==> config.mk <==
export PLATFORM = sky130hd
export DESIGN_NAME = match_resp_rob
export DESIGN_NICKNAME = d
export VERILOG_FILES = /design/src/rtl/match_resp_rob_pkg.sv /design/src/rtl/match_resp_slot.sv /design/src/rtl/match_resp_rob.sv
export SDC_FILE = /design/constraint.sdc
export NUM_CORES = 1
export LEC_CHECK = 0
export ABC_AREA = 0
export CAP_MARGIN = 20
export CELL_PAD_IN_SITES_DETAIL_PLACEMENT = 2
export CELL_PAD_IN_SITES_GLOBAL_PLACEMENT = 2
export CORE_UTILIZATION = 33
export CTS_CLUSTER_SIZE = 25
export DETAILED_ROUTE_END_ITERATION = 10
export GPL_ROUTABILITY_DRIVEN = 0
export PLACE_DENSITY_LB_ADDON = 0.1
export REMOVE_ABC_BUFFERS = 1
export SLEW_MARGIN = 5
export SYNTH_ARGS = -nofsm -noshare
export SYNTH_HDL_FRONTEND = slang
export SYNTH_SLANG_ARGS = --single-unit
==> constraint.sdc <==
create_clock -name clk -period 3.1 [get_ports clk]
set_clock_uncertainty 0.15 [all_clocks]
set_input_delay 0.62 -clock clk [delete_from_list [all_inputs] [get_ports clk]]
set_output_delay 0.62 -clock clk [all_outputs]
set_load 0.01 [all_outputs]
==> src/rtl/match_resp_rob_pkg.sv <==
// Shared defaults and helpers for the match response reorder buffer.
// A response tag is {slot, lane}, with the slot field above the lane field.
package match_resp_rob_pkg;

  localparam int LAZY_LEN         = 4;  // lanes per lazy-match request group
  localparam int NUM_MATCH_REQ_CH = 2;  // match_pe response channels
  localparam int MATCH_RESP_DEPTH = 4;  // outstanding group slots
  localparam int MATCH_LEN_WIDTH  = 8;  // match length width

  // Width of one {slot, lane} response tag.
  function automatic int tag_width(input int slot_bits, input int lane_bits);
    return slot_bits + lane_bits;
  endfunction

endpackage

==> src/rtl/match_resp_slot.sv <==
// Storage for one outstanding request group: allocation bit, lane strobe,
// per-lane done flags and accumulated per-lane match lengths.
module match_resp_slot #(
  parameter int L  = 4,
  parameter int ML = 8
) (
  input  logic            clk,
  input  logic            rst,
  input  logic            load_i,       // group allocated into this slot
  input  logic [L-1:0]    load_strb_i,  // lanes expecting a response
  input  logic [L-1:0]    set_i,        // lanes receiving an accepted response
  input  logic [L*ML-1:0] set_len_i,    // lengths for set lanes, zero elsewhere
  input  logic            clear_i,      // group released to job_pe
  output logic            alloc_o,
  output logic [L-1:0]    strb_o,
  output logic [L-1:0]    done_o,
  output logic [L*ML-1:0] len_o,
  output logic            complete_o
);

  logic            alloc_q, alloc_d;
  logic [L-1:0]    strb_q, strb_d;
  logic [L-1:0]    done_q, done_d;
  logic [L*ML-1:0] len_q, len_d;

  // Next state: load wins over clear (they never target the same slot in one
  // cycle), otherwise accumulate accepted responses into the lanes.
  always_comb begin
    alloc_d = alloc_q;
    strb_d  = strb_q;
    done_d  = done_q;
    len_d   = len_q;
    if (load_i) begin
      alloc_d = 1'b1;
      strb_d  = load_strb_i;
      done_d  = ~load_strb_i;  // unstrobed lanes never wait for a response
      len_d   = '0;
    end else if (clear_i) begin
      alloc_d = 1'b0;
      strb_d  = '0;
      done_d  = '0;
      len_d   = '0;
    end else begin
      done_d = done_q | set_i;
      len_d  = len_q | set_len_i;
    end
  end

  // Slot registers with synchronous reset.
  always_ff @(posedge clk) begin
    if (rst) begin
      alloc_q <= 1'b0;
      strb_q  <= '0;
      done_q  <= '0;
      len_q   <= '0;
    end else begin
      alloc_q <= alloc_d;
      strb_q  <= strb_d;
      done_q  <= done_d;
      len_q   <= len_d;
    end
  end

  assign alloc_o    = alloc_q;
  assign strb_o     = strb_q;
  assign done_o     = done_q;
  assign len_o      = len_q;
  assign complete_o = &done_q;

endmodule

==> src/rtl/match_resp_rob.sv <==
// Multi-group response collector for one job_pe. Groups are allocated into a
// ring of D slots, filled by tagged responses from C channels in any order,
// and released strictly in allocation order.
//
// Handshakes: a transfer happens on a rising clk edge where valid and ready
// are both high; valid never depends on ready in the same cycle, and a
// source holding valid high keeps its payload stable until ready is seen.
module match_resp_rob
  import match_resp_rob_pkg::*;
#(
  parameter int JOB_PE_IDX = 0,
  parameter int L          = LAZY_LEN,
  parameter int C          = NUM_MATCH_REQ_CH,
  parameter int D          = MATCH_RESP_DEPTH,
  parameter int ML         = MATCH_LEN_WIDTH
) (
  input  logic                               clk,
  input  logic                               rst,
  input  logic                               req_group_valid,
  output logic                               req_group_ready,
  input  logic [L-1:0]                       req_group_strb,
  output logic [$clog2(D)-1:0]               req_group_slot,
  input  logic [C-1:0]                       resp_valid,
  output logic [C-1:0]                       resp_ready,
  input  logic [C*($clog2(D)+$clog2(L))-1:0] resp_tag,
  input  logic [C*ML-1:0]                    resp_match_len,
  output logic                               resp_group_valid,
  input  logic                               resp_group_ready,
  output logic [L-1:0]                       resp_group_strb,
  output logic [L*ML-1:0]                    resp_group_match_len,
  output logic [$clog2(D):0]                 occupancy,
  output logic                               err_stray,
  output logic                               err_collide
);

  // L and D are powers of two, so lane and slot fields index exactly.
  localparam int SLOT_BITS = $clog2(D);
  localparam int LANE_BITS = $clog2(L);
  localparam int TW        = tag_width(SLOT_BITS, LANE_BITS);

  logic [SLOT_BITS-1:0] head_q, head_d;
  logic [SLOT_BITS-1:0] tail_q, tail_d;
  logic [SLOT_BITS:0]   occ_q, occ_d;
  logic                 err_stray_q, err_stray_d;
  logic                 err_collide_q, err_collide_d;

  logic                 alloc_fire;
  logic                 rel_fire;

  logic [D-1:0]         alloc_w;
  logic [D-1:0]         complete_w;
  logic [L-1:0]         strb_w    [D];
  logic [L-1:0]         done_w    [D];
  logic [L*ML-1:0]      len_w     [D];
  logic [D-1:0]         load_v;
  logic [D-1:0]         clear_v;
  logic [L-1:0]         set_v     [D];
  logic [L*ML-1:0]      set_len_v [D];

  logic [SLOT_BITS-1:0] ch_slot [C];
  logic [LANE_BITS-1:0] ch_lane [C];
  logic [ML-1:0]        ch_len  [C];
  logic [C-1:0]         accept;
  logic [C-1:0]         cand;
  logic [C-1:0]         win;
  logic [C-1:0]         stray_v;
  logic [C-1:0]         coll_v;

  // Split each channel's tag into its slot and lane fields.
  for (genvar c = 0; c < C; c++) begin : g_ch
    assign ch_slot[c] = resp_tag[c*TW+LANE_BITS +: SLOT_BITS];
    assign ch_lane[c] = resp_tag[c*TW +: LANE_BITS];
    assign ch_len[c]  = resp_match_len[c*ML +: ML];
  end

  // Slot ring: load at tail on allocation, clear at head on release.
  for (genvar s = 0; s < D; s++) begin : g_slot
    assign load_v[s]  = alloc_fire & (tail_q == SLOT_BITS'(s));
    assign clear_v[s] = rel_fire & (head_q == SLOT_BITS'(s));
    match_resp_slot #(.L(L), .ML(ML)) u_slot (
      .clk         (clk),
      .rst         (rst),
      .load_i      (load_v[s]),
      .load_strb_i (req_group_strb),
      .set_i       (set_v[s]),
      .set_len_i   (set_len_v[s]),
      .clear_i     (clear_v[s]),
      .alloc_o     (alloc_w[s]),
      .strb_o      (strb_w[s]),
      .done_o      (done_w[s]),
      .len_o       (len_w[s]),
      .complete_o  (complete_w[s])
    );
  end

  // Classify responses: a candidate targets an allocated, strobed, not yet
  // done lane; among candidates on one {slot,lane} the lowest channel wins.
  // A head slot being released is fully done, so any hit on it is stray.
  always_comb begin
    accept  = resp_valid & resp_ready;
    cand    = '0;
    win     = '0;
    stray_v = '0;
    coll_v  = '0;
    for (int c = 0; c < C; c++) begin
      cand[c] = accept[c] & alloc_w[ch_slot[c]] &
                strb_w[ch_slot[c]][ch_lane[c]] & ~done_w[ch_slot[c]][ch_lane[c]];
    end
    for (int c = 0; c < C; c++) begin
      win[c]     = cand[c];
      stray_v[c] = accept[c] & ~cand[c];
      for (int j = 0; j < C; j++) begin
        if (j < c && cand[j] && cand[c] &&
            ch_slot[j] == ch_slot[c] && ch_lane[j] == ch_lane[c]) begin
          win[c]    = 1'b0;
          coll_v[c] = 1'b1;
        end
      end
    end
  end

  // Decode winning responses into per-slot lane set vectors and lengths.
  always_comb begin
    for (int s = 0; s < D; s++) begin
      set_v[s]     = '0;
      set_len_v[s] = '0;
    end
    for (int c = 0; c < C; c++) begin
      if (win[c]) begin
        set_v[ch_slot[c]][ch_lane[c]]                      = 1'b1;
        set_len_v[ch_slot[c]][int'(ch_lane[c])*ML +: ML] = ch_len[c];
      end
    end
  end

  // Pointer, occupancy and error-pulse next state.
  always_comb begin
    alloc_fire    = req_group_valid & req_group_ready;
    rel_fire      = resp_group_valid & resp_group_ready;
    tail_d        = alloc_fire ? tail_q + 1'b1 : tail_q;
    head_d        = rel_fire ? head_q + 1'b1 : head_q;
    occ_d         = occ_q;
    case ({alloc_fire, rel_fire})
      2'b10:   occ_d = occ_q + 1'b1;
      2'b01:   occ_d = occ_q - 1'b1;
      default: occ_d = occ_q;
    endcase
    err_stray_d   = |stray_v;
    err_collide_d = |coll_v;
  end

  // Control registers; reset silently discards every outstanding group.
  always_ff @(posedge clk) begin
    if (rst) begin
      head_q        <= '0;
      tail_q        <= '0;
      occ_q         <= '0;
      err_stray_q   <= 1'b0;
      err_collide_q <= 1'b0;
    end else begin
      head_q        <= head_d;
      tail_q        <= tail_d;
      occ_q         <= occ_d;
      err_stray_q   <= err_stray_d;
      err_collide_q <= err_collide_d;
    end
  end

  // Full/empty come from occupancy, never from pointer equality.
  assign req_group_ready      = (occ_q != (SLOT_BITS+1)'(D));
  assign req_group_slot       = tail_q;
  assign resp_ready           = {C{~rst}};
  assign resp_group_valid     = alloc_w[head_q] & complete_w[head_q];
  assign resp_group_strb      = strb_w[head_q];
  assign resp_group_match_len = len_w[head_q];
  assign occupancy            = occ_q;
  assign err_stray            = err_stray_q;
  assign err_collide          = err_collide_q;

`ifdef JOB_PE_DEBUG_LOG
  // Allocation and release trace for this job_pe.
  always @(posedge clk) begin
    if (!rst && alloc_fire)
      $display("job_pe[%0d] rob alloc slot=%0d strb=%b", JOB_PE_IDX, tail_q, req_group_strb);
    if (!rst && rel_fire)
      $display("job_pe[%0d] rob release slot=%0d len=%h", JOB_PE_IDX, head_q, resp_group_match_len);
  end
`endif

endmodule

==> key figures <==
Power
  • Peak supply drop: 0.318 mV
  • Power Density: 424 nW/um^2
  • Static Leak: 4.29 nW
  • Overall power: 5.28 mW

Min path
  • HP Start: g_slot[2].u_slot.len_o[22]
  • Worst Hold Depth: 2
  • Hold Crit Class: flip-flop to flip-flop
  • WHS Endpoint: g_slot[2].u_slot.len_o[22]

Yosys
  • Post-synth ARST share: 0%
  • YS warnings: 0
  • Synthesized flop and latch total: 173
  • Top_reg_cell synth: dfxtp_1
  • Sequential fraction of the synthesis area: 38.2%
  • EDFF count, synth: 0
  • Mapped Avg Cell Area: 9.40 sq um
  • Post-synthesis instance area: 9060 sq um
  • Syn Inst Count: 963
  • Distinct cells, synth: 69

Routing
  • DRT Wirelength: 42.7 mm
  • Wirelength per Cell: 28.4 um
  • Via count: 9407
  • Via-per-instance ratio: 6.25
  • Initial DRC count: 691
  • Number of remaining DRC errors: 0
  • DRT Pass-1 Iters: 5
  • Final ANT Viol Nets: 0

Final layout
  • Post-route cell area: 12400 sq um
  • Net count, final: 1206
  • # fillers: 2821
  • Ant. Diodes: 0
  • Cell Count, Final, Fillers Out: 1506
  • Multi-input logic area: 5470 sq um
  • Register area: 3470 sq um
  • Share of post-route cells with drive strength above 1: 27.0%
  • Area added between synthesis and finish: 37.5%
  • Post-layout util: 46.2%

Timing
  • Final setup fails: 63
  • RSZ-0062 raised after global routing: true
  • Final Hold Vio Count: 0
  • Max_slew headroom: 58.7%
  • Slew @ Worst Pin: 616 ps
  • Setup ws final: -86.9 ps
  • Setup_tns: -2080 ps
  • Tcrit/Tclk final: 103%
  • Final Max Slew Viols: 0
  • Maximum clock rate: 0.314 GHz
  • Period minus WS final: 3190 ps

Floorplanning
  • Die Height: 168 um
  • Core footprint: 27000 sq um
  • I/O Pins: 81
  • Die area: 28100 sq um
  • Initial core utilization: 33.6%
  • DIE WIDTH: 168 um
  • Row count: 60

Setup path
  • Worst Reg-to-Reg Cells: 9
  • Required time worst endpoint: 3310 ps
  • Crit path launch type: input pin
  • Start of the worst register-to-register path: g_slot[1].u_slot.done_o[2]
  • Slowest CP cell: clkdlybuf4s50_1
  • R2R setup slack: 170 ps
  • Most common cell on crit path: buf_4
  • CP arrival: 3400 ps
  • Worst-path cell chain: clkdlybuf4s50_1 > buf_6 > buf_4 > nand4b_1 > nand4_1 > o22a_1 > nand3_2 > buf_6 > buf_4 > nor4_4 > buf_4 > buf_12 > a32oi_2 > o21ai_1
  • Setup Crit Path Kind: input pin to flip-flop
  • Crit end category: flip-flop
  • CP max stage delay: 510 ps
  • R2R Path End: g_slot[0].u_slot.len_o[22]
  • Critical path peak fanout: 16

Placed design
  • Dpl cell area: 11400 sq um
  • Port bufs: 80
  • Post-DP HPWL: 29.7 mm
  • Placed Cells: 1456

Global route
  • Initial antenna violation count: 0
  • GRT Overall Usage: 30.3%
  • Total gr overflow: 0
  • Global-route wire length before repair: 63.8 mm
  • Vias in the first global route: 9962
  • Largest net degree at the start of global routing: 33

CTS
  • Root Buffer: clkbuf_16
  • Max clock buf depth: 2
  • Clock latency on the worst-skew pair: 450 ps
  • Clk slew on worst S/H paths: 70 ps
  • H-Tree Depth: 4
  • TritonCTS buffer count: 17
  • Clock tree from TritonCTS: yes
  • Clk sinks: 173

Outcome
  • Failing checks: negative setup slack
  • Status: complete, but fails checks

Run
  • Max-Cap Viols: 0
==> worst max path at each step <==
stage | startpoint | end | slack, ps | cells after the start
4_1_cts | head_q[0] | resp_group_match_len[14] | 10 | 3
3_3_place_gp | resp_tag[3] | g_slot[3].u_slot.done_o[1] | -700 | 13
3_5_place_dp | resp_tag[3] | g_slot[0].u_slot.len_o[15] | -780 | 10
2_1_floorplan | head_q[0] | g_slot[0].u_slot.len_o[16] | -2610 | 6
5_1_grt | resp_tag[6] | g_slot[3].u_slot.len_o[13] | -170 | 14
6_report | resp_tag[6] | g_slot[3].u_slot.len_o[13] | -90 | 14
==> metal layers <==
| layer | track usage, % | routed length [um] | up-vias |
|---|---|---|---|
| met5 | 0 | 0 | - |
| met4 | 12.2 | 1370 | 0 |
| met3 | 3.66 | 2030 | 78 |
| met2 | 49.5 | 20400 | 309 |
| met1 | 40.6 | 18900 | 4901 |
| li1 | - | - | 4119 |
==> power breakdown <==
| group | switching, mW | internal, mW | total [mW] |
|---|---|---|---|
| sequential | 0.0402 | 2.25 | 2.29 |
| clock | 1.13 | 1.18 | 2.31 |
| combinational | 0.424 | 0.259 | 0.683 |
| total | 1.60 | 3.69 | 5.28 |
==> per-stage QoR <==
step / worst slack, ps / hold slack, ps
after detailed placement: -784 / 303
after floorplan: -2610 / 277
final: -86.9 / 320
after global routing: -167 / 334
after CTS: 13.0 / 320
after global placement: -704 / 288
==> timing repair <==
action	CTS	global route
pin swaps	21	17
endpoints found under the setup margin	133	103
setup buffers	10	7
hold buffers	0	0
cloned	1	1
endpoints found under the hold margin	0	0
resized for setup	34	41
==> synth_stat cells, types with 4 or more instances <==
master    instances  share of area [%]
a211o_1           4               0.39
a211oi_1          9               0.75
a21o_1           13                1.1
a21oi_1          52                2.9
a221oi_1          8               0.77
a22o_1            8               0.77
a22oi_1          24                2.0
a31oi_1          26                1.8
a32oi_1          40                3.9
a41oi_1           5               0.48
and2_1           22                1.5
and3_1            5               0.35
buf_1            17               0.70
buf_2            12               0.66
clkbuf_1         47                1.9
dfxtp_1         173                 38
ha_1             19                2.6
inv_1            21               0.87
mux4_2           39                9.7
nand2_1         116                4.8
nand3_1          23                1.3
nand3b_1          5               0.41
nand4_1          13               0.90
nand4b_1          6               0.58
nor2_1           26                1.1
nor2b_1           5               0.35
nor3_1            5               0.28
nor3b_1           7               0.58
nor4_2            6               0.83
o211ai_1          5               0.41
o21ai_0          59                3.3
o21ai_1           5               0.28
o221ai_1         32                3.1
o22ai_1          12               0.83
o311ai_2          5               0.90
or2_2             4               0.28
or3_1            22                1.5
or3b_1            5               0.48
xnor2_1           6               0.58
==> flip-flops by register name, indices dropped and copies added (netlist names) <==
name,cells
err_collide,1
err_stray,1
g_slot.u_slot.alloc_o,4
g_slot.u_slot.done_o,16
g_slot.u_slot.len_o,128
g_slot.u_slot.strb_o,16
head_q,2
occupancy,3
req_group_slot,2
==> kinds of logic (layout without fill, tap and decap cells) <==
| family | Yosys count | count (layout) | synth area share, % |
|---|---|---|---|
| AOI/OAI and AO/OA | 321 | 321 | 25.2 |
| adders and majority gates | 20 | 20 | 2.85 |
| xor gates and xnor gates | 8 | 8 | 0.774 |
| and+or+nand+nor | 299 | 299 | 18.6 |
| muxes | 40 | 40 | 9.81 |
| DFF | 173 | 173 | 38.2 |
| buffers and inverters | 102 | 304 | 4.56 |
==> cells in the final DEF (no fill, tap or decap), drive strengths merged, types with 5 or more instances in the layout <==
master	Yosys	routed
o221ai	32	32
nand3	23	23
a211oi	9	9
a22oi	24	24
o22ai	13	13
nand2	117	117
a31oi	26	26
a41oi	5	5
xnor2	6	6
nand3b	5	5
mux4	39	39
nor4	11	11
or3b	8	8
ha	19	19
a22o	8	8
a221oi	8	8
nor3	9	9
or3	22	22
clkinv	1	6
clkbuf	47	19
nor3b	8	8
dfxtp	173	173
a21o	13	13
inv	22	29
clkdlybuf4s50	0	76
a21oi	54	54
nand4	13	13
o211ai	5	5
and3	5	5
a32oi	40	40
and2	22	22
nor2	26	26
nand4b	6	6
o21ai	64	64
o311ai	5	5
nor2b	5	5
buf	32	169
==> cell type report <==
| type | count | share of cell area [%] |
|---|---|---|
| Multi-Input combinational cell | 688 | 43.9 |
| Sequential cell | 173 | 27.9 |
| Timing Repair Buffer | 249 | 19.1 |
| Clock buffer | 18 | 3.53 |
| Tap cell | 341 | 3.43 |
| Clock inverter | 14 | 1.40 |
| Inverter | 23 | 0.714 |
==> worst max-delay path: cells and delay by family <==
kind            cells  cell delay [ps]
compound gates      3              470
simple gates        4              790
buf+inv             7             1490
(Power assumes the default switching activity.)
